`src/rtl/serial_subtractor.sv`:
```
// ---------------------------------------------------------------------------
// serial_subtractor
//   Bit-serial unsigned subtractor computing a - b mod 2^WIDTH, one bit per
//   clock, LSB first. A subtraction is accepted in IDLE on start. It runs for
//   exactly WIDTH cycles and then holds the result in DONE until ack.
//
// Ports
//   clk    in   single clock, rising edge
//   rst_n  in   asynchronous active-low reset
//   start  in   begin a subtraction (sampled in IDLE only)
//   a      in   minuend    [WIDTH-1:0], latched on the accepting edge
//   b      in   subtrahend [WIDTH-1:0], latched on the accepting edge
//   ack    in   result acknowledge (sampled in DONE only)
//   busy   out  high while the bits are being processed (RUN)
//   done   out  high while the result is held (DONE)
//   diff   out  a - b mod 2^WIDTH of the last completed operation
//   borrow out  a < b (unsigned) of the last completed operation
//   zero   out  diff == 0 of the last completed operation
// ---------------------------------------------------------------------------
module serial_subtractor #(
  parameter int WIDTH = 6
) (
  input  logic             clk,
  input  logic             rst_n,
  input  logic             start,
  input  logic [WIDTH-1:0] a,
  input  logic [WIDTH-1:0] b,
  input  logic             ack,
  output logic             busy,
  output logic             done,
  output logic [WIDTH-1:0] diff,
  output logic             borrow,
  output logic             zero
);

  // The counter must be able to hold WIDTH-1. The result shift register
  // shifts in from the top, so WIDTH is expected to be at least 2.
  localparam int CW = (WIDTH > 1) ? $clog2(WIDTH) : 1;

  typedef enum logic [1:0] {
    IDLE = 2'd0,
    RUN  = 2'd1,
    DONE = 2'd2
  } state_t;

  state_t           state_reg;
  logic [WIDTH-1:0] a_sh_reg;
  logic [WIDTH-1:0] b_sh_reg;
  logic [WIDTH-1:0] res_sh_reg;
  logic [CW-1:0]    cnt_reg;
  logic             br_reg;

  // One full-subtractor slice on the current LSBs of the operand shifters.
  logic             ai;
  logic             bi;
  logic             d_bit;
  logic             br_next;
  logic [WIDTH-1:0] res_next;
  logic             last_bit;

  assign ai       = a_sh_reg[0];
  assign bi       = b_sh_reg[0];
  assign d_bit    = ai ^ bi ^ br_reg;
  assign br_next  = (~ai & bi) | (~(ai ^ bi) & br_reg);
  // Each new bit enters at the top. After WIDTH shifts, bit i sits at position i.
  assign res_next = {d_bit, res_sh_reg[WIDTH-1:1]};
  assign last_bit = (cnt_reg == CW'(WIDTH - 1));

  always_ff @(posedge clk or negedge rst_n) begin
    if (!rst_n) begin
      state_reg  <= IDLE;
      a_sh_reg   <= '0;
      b_sh_reg   <= '0;
      res_sh_reg <= '0;
      cnt_reg    <= '0;
      br_reg     <= 1'b0;
      busy       <= 1'b0;
      done       <= 1'b0;
      diff       <= '0;
      borrow     <= 1'b0;
      zero       <= 1'b0;
    end else begin
      case (state_reg)
        IDLE: begin
          if (start) begin
            a_sh_reg  <= a;
            b_sh_reg  <= b;
            cnt_reg   <= '0;
            br_reg    <= 1'b0;
            busy      <= 1'b1;
            state_reg <= RUN;
          end
        end

        RUN: begin
          a_sh_reg   <= a_sh_reg >> 1;
          b_sh_reg   <= b_sh_reg >> 1;
          res_sh_reg <= res_next;
          br_reg     <= br_next;
          cnt_reg    <= cnt_reg + 1'b1;
          if (last_bit) begin
            // The outputs change only here, so partial results never appear.
            diff      <= res_next;
            borrow    <= br_next;
            zero      <= (res_next == '0);
            busy      <= 1'b0;
            done      <= 1'b1;
            state_reg <= DONE;
          end
        end

        DONE: begin
          // start is ignored here, even when it arrives together with ack.
          if (ack) begin
            done      <= 1'b0;
            state_reg <= IDLE;
          end
        end

        default: begin
          busy      <= 1'b0;
          done      <= 1'b0;
          state_reg <= IDLE;
        end
      endcase
    end
  end

endmodule

```
`config.mk`:
```
export PLATFORM = sky130hd
export DESIGN_NAME = serial_subtractor
export DESIGN_NICKNAME = d
export VERILOG_FILES = /design/src/rtl/serial_subtractor.sv
export SDC_FILE = /design/constraint.sdc
export NUM_CORES = 1
export LEC_CHECK = 0
export BUFFER_PORTS_ARGS = -buffer_cell sky130_fd_sc_hd__buf_2
export CAP_MARGIN = 15
export CORE_MARGIN = 4
export CORE_UTILIZATION = 35
export CTS_CLUSTER_DIAMETER = 100
export DETAILED_ROUTE_END_ITERATION = 8
export GPL_TIMING_DRIVEN = 0
export PLACE_DENSITY_LB_ADDON = 0.25
export SKIP_LAST_GASP = 1
export SYNTH_ARGS = -nofsm -noshare
export SYNTH_HDL_FRONTEND = slang
export SYNTH_SLANG_ARGS = --single-unit
```
`constraint.sdc`:
```
create_clock -name clk -period 1.75 [get_ports clk]
set_input_delay 0.175 -clock clk [delete_from_list [all_inputs] [get_ports clk]]
set_output_delay 0.175 -clock clk [all_outputs]
set_load 0.02 [all_outputs]
```
# --- Yosys cells after proc, flatten, opt, wreduce, memory -nomap -nowiden ---
# Index checks and enable logic that the tools add are counted.
totals:
  register_bits: 34
  out_inout_bits: 10
classes:
  addsub: 1
  n_eq_ne: 6
  n_mux: 18
  bitwise: 9
  n_reduce_logical: 8
op_table:
  columns: ["operator", "count"]
  rows:
  - ["one-hot mux 6 bit (2 select lines)", 2]
  - ["two-way mux 6 bit", 2]
  - ["AND reduction 3 bit", 3]
  - ["logical NOT 6 bit", 1]
  - ["two-way mux 2 bit", 3]
  - ["inequality test 2 bit, second input constant", 3]
  - ["one-hot mux 1 bit (3 select lines)", 2]
  - ["one-hot mux 2 bit (3 select lines)", 1]
  - ["one-hot mux 3 bit (2 select lines)", 1]
  - ["two-way mux 1 bit", 5]
  - ["NOT 1 bit", 4]
  - ["AND reduction 2 bit", 2]
  - ["adder 3 x 1 -> 3 bit, second input constant", 1]
  - ["equality test 3 bit, second input constant", 1]
  - ["two-way mux 3 bit", 1]
  - ["bitwise AND 1 bit", 2]
  - ["equality test 2 x 1 -> 1 bit, second input constant", 1]
  - ["equality test 2 bit, second input constant", 1]
  - ["logical NOT 2 bit", 1]
  - ["one-hot mux 1 bit (2 select lines)", 1]
  - ["nonzero test 2 bit", 1]
  - ["bitwise XOR 1 bit", 2]
  - ["bitwise OR 1 bit", 1]

# --- Longest topological paths before layout ---
depth:
  word_depth: 5
  mapped_depth: 6

# --- Worst setup path before layout ---
# OpenSTA, ideal clock, no wires.
synth_path:
  kind: "reg-to-reg"
  startpoint: "register a_sh_reg[0]"
  endpoint: "register zero"
  setup_ps: 104
  arrival_time_ps: 1551
  required_time_ps: 1646
  slack_ps: 96
  path_stages_with_launch: 4
  path_buffers: 0
  synth_period_minus_slack_ps: 1654
  cell_sequence: "dfrtp_1 > fa_1 > or4_4 > o41ai_2"
synth_between:
  elab_chain_cells: 3
synth_lines:
  columns: ["item", "line", "rtl"]
  rows:
  - ["start, declared", "47", "logic [WIDTH-1:0] a_sh_reg;"]
  - ["start signal, assigned", "96", "a_sh_reg <= a_sh_reg >> 1;"]
  - ["bitwise XOR 1 bit (2 in series)", "63", "assign d_bit = ai ^ bi ^ br_reg;"]
  - ["via d_bit", "56", "logic d_bit;"]
  - ["logical NOT 6 bit", "105", "zero <= (res_next == '0);"]
  - ["end signal, assigned", "105", null]
  - ["end, declared", "33", "output logic zero"]
# The timed path passes the listed nets, and every way through them passes these cells.
# A chain may end at the register's enable or synchronous reset.

# --- Worst setup path after layout ---
layout_path:
  startpoint: "register b_sh_reg[0]"
  endpoint: "register zero"
layout_between:
  elab_chain_cells: 3
layout_lines:
  columns: ["item", "line", "rtl"]
  rows:
  - ["start, declared", "48", "logic [WIDTH-1:0] b_sh_reg;"]
  - ["start signal, assigned", "97", "b_sh_reg <= b_sh_reg >> 1;"]
  - ["bitwise XOR 1 bit (2 in series)", "63", null]
  - ["via d_bit", "56", null]
  - ["logical NOT 6 bit", "105", null]
# The timed path passes the listed nets, and every way through them passes these cells.

==> flow_summary.yaml <==
timing:
  finalCritPeriodShare_pct: 97.7
  finalWorstPathRequiredPeriod_ps: 1710
  timing.clock.skew_ps: 8.33
  finalSetupViolations: 0
  final.hold.worst_slack_ps: 150
  timing.max_slew.rel_slack_pct: 50.4
  max_clock_freq_mhz: 585
  tightest_slew_ps: 744
  hold_viol: 0
  rsz0062_at_grt: "yes"
  drv_slew: 0
  setup_tns_ps: 0
  worst_slack_ps: 40.3
route:
  final_wirelength_mm: 3.21
  post-route-drc-count: 0
  first_pass_iters: 4
  detailroute.via_count: 1126
  avgRoutedWirePerCell_um: 14.1
  routed_via_density: 4.96
  initialDrtViolationCount: 46
  route.antenna.remaining_nets: 0
die:
  io-pin-count: 26
  floorplan.rows: 23
  area_of_the_die_um2: 5430
  floorplan.die.width_um: 73.7
  start_util_pct: 37.0
  floorplan_die_height_um: 73.7
  core_area_um2: 4090
job:
  max_cap_violations: 0
layout:
  final_net_count: 195
  leading_cell_type_in_the_layout_fill_and_taps_excluded: "dfrtp_1"
  most-common-layout-cells: "dfrtp_1 (33), nand2_1 (31), buf_2 (27)"
  synthToLayoutAreaGrowth_pct: 20.3
  drive_gt1_share_pct: 27.7
  final_util_pct: 44.5
  fill_cells: 409
  antennaDiodeCount: 0
critical_path:
  timing.critical_path.buf_inv: 1
  critical_path.max_stage_delay_ps: 520
  slowest_cp_cell: "fa_1"
  endpoint_kind: "register"
  timing.setup.critical_path_class: "register to register"
  crit-reg2reg-capture: "zero$_DFFE_PN0P_"
  reg2reg_setup_slack_ps: 40
  worstPathMaxFanout: 3
  critPathTopFamily: "adder cells"
  timing.critical_path.arrival_ps: 1900
  critical_path_required_ps: 1940
  rr_worst_depth: 4
  timing.critical_path.depth: 4
  timing.critical_path.cells: "inv_1 > fa_1 > or4_4 > o41ai_2"
  critical_path.startpoint_type: "register"
  worstReg2RegStart: "b_sh_reg[0]$_DFFE_PN0P_"
synth:
  ys.warnings.count: 0
  yosysTopAreaCell: "dfrtp_1"
  ys_seq_area_share_pct: 54.7
  synth_fp_nets: 161
  postSynthCellCount: 142
  mappedNetlistArea_um2: 1510
  postSynthAreaPerCell_um2: 10.6
  synthTopCellsByArea: "dfrtp_1 (55%), nand2_1 (7.7%), o21ai_0 (5.6%)"
  yosys.cell_types.count: 27
  netlist.area_leader.share_pct: 54.7
  synth.ff_latch_count: 33
placed_design:
  detailedPlace.worstSlack_ps: 7.79
  gp_congestion: 0.756
  port_buffers: 25
  detailedPlacementHpwl_mm: 2.25
clock_tree:
  tritoncts: "yes"
  clock_insertion_delay_worst_skew_ps: 280
  cts.repair.resized: 0
  clock_path_buffers: 2
  clkSinkCount: 33
  cts-buffers-inserted: 5
  clock_tree.htree_level_count: 2
  cell_at_the_root_of_the_clock_tree: "clkbuf_8"
  worst_setup_hold_path_clk_slew_ps: 70
outcome:
  status: "finished clean"
global_routing:
  global_route.peak_usage_layer: "met2"
  first_pass_grt_wire_length_mm: 5.56
  grt_overflow: 0
  grt_use_met1_pct: 17.0
  antenna_found_initial: 0
  groute.layer.met3.usage_pct: 4.24
  grt_usage_pct: 13.4
  global_route.usage.met2_pct: 21.0
  grt_max_degree: 34
  via_count_of_the_first_global_routing_pass: 1162
power_and_ir_drop:
  max-vdd-ir-drop_uv: 683
  leakage_dissipation_nw: 0.889
  cellPowerDensity_nw_per_um2: 1800
hold_path:
  worstHoldEndpoint: "state_reg[1]$_DFFE_PN0P_"
  hold-path-cell-count: 4
  timing.hold.worst.start: "ack"
  worstHoldPathType: "primary input to register"
-- stage by stage --
| stage | cell area, um2 | instances | total power, mW |
|---|---|---|---|
| CTS | 1810 | 226 | 3.28 |
| global placement | 1700 | 217 | 2.57 |
| detailed placement | 1700 | 217 | 2.63 |
| floorplan | 1510 | 142 | 2.24 |
| global route | 1820 | 227 | 3.55 |
| finish | 1820 | 227 | 3.27 |
-- per-layer routing --
layer,part of all wire (%),wire length (um)
met5,0,0
met2,45,1450
met1,48,1550
met4,0.87,28
met3,5.5,175
-- cell families after synthesis --
family,after synthesis,share of synthesized area [%]
AOI/OAI and AO/OA,38,15.5
adders and majority gates,3,2.98
buffers and inverters,13,4.72
DFF,33,54.7
muxes,7,6.13
and+or+nand+nor,48,16.0
-- synthesized netlist by cell type --
master	count
a21oi_1	7
a22oi_1	9
a31oi_1	2
a32o_1	1
and2_1	1
buf_2	2
buf_4	1
buf_6	2
clkbuf_1	2
clkbuf_2	1
dfrtp_1	33
fa_1	1
ha_1	2
inv_1	5
mux2_2	2
mux2_4	4
mux2i_1	1
nand2_1	31
nand2b_1	1
nand3b_1	1
nand4b_4	1
nor2_1	2
nor2b_1	10
o21ai_0	17
o21bai_1	1
o41ai_2	1
or4_4	1
-- where the power goes --
part,internal [mW],switching (mW),leakage (nW)
Sequential,1.09,0.228,0.420
Clock,0.355,0.278,0.0542
Combinational,0.585,0.734,0.415
Total,2.03,1.24,0.889
-- worst reg2reg max path: cells and delay by family (launching register included) --
| kind | cells | cell delay, ps |
|---|---|---|
| buffers and inverters | 1 | 60 |
| adder cells (fa/ha/maj) | 1 | 520 |
| AND/OR/NAND/NOR | 1 | 500 |
| AO/OA/AOI/OAI | 1 | 190 |
| flip-flops | 1 | 340 |
-- worst max path at each step --
stage | start | endpoint | slack, ps
floorplan | a_sh_reg[0]$_DFFE_PN0P_ | zero$_DFFE_PN0P_ | 100
global placement | a_sh_reg[0]$_DFFE_PN0P_ | zero$_DFFE_PN0P_ | 10
detailed placement | a_sh_reg[0]$_DFFE_PN0P_ | zero$_DFFE_PN0P_ | 8
CTS | br_reg$_DFFE_PN0P_ | zero$_DFFE_PN0P_ | 10
global route | b_sh_reg[0]$_DFFE_PN0P_ | zero$_DFFE_PN0P_ | -40
finish | b_sh_reg[0]$_DFFE_PN0P_ | zero$_DFFE_PN0P_ | 40
-- timing repair --
action	in CTS	in global routing
endpoints found under the hold margin	33	0
endpoints found under the setup margin	1	1
hold buffers	1	0
buffers inserted	0	1
pin swaps	1	1
cloned	0	0
-- layout make-up --
type / count / area [um2] / share of cell area [%]
Sequential cell: 33 / 826 / 45.5
Multi-Input combinational cell: 96 / 613 / 33.7
Timing Repair Buffer: 27 / 143 / 7.85
Clock buffer: 7 / 96.3 / 5.30
Tap cell: 50 / 62.6 / 3.44
Buffer: 8 / 52.6 / 2.89
Inverter: 5 / 18.8 / 1.03
Clock inverter: 1 / 5.00 / 0.275
(Power assumes the default switching activity.)
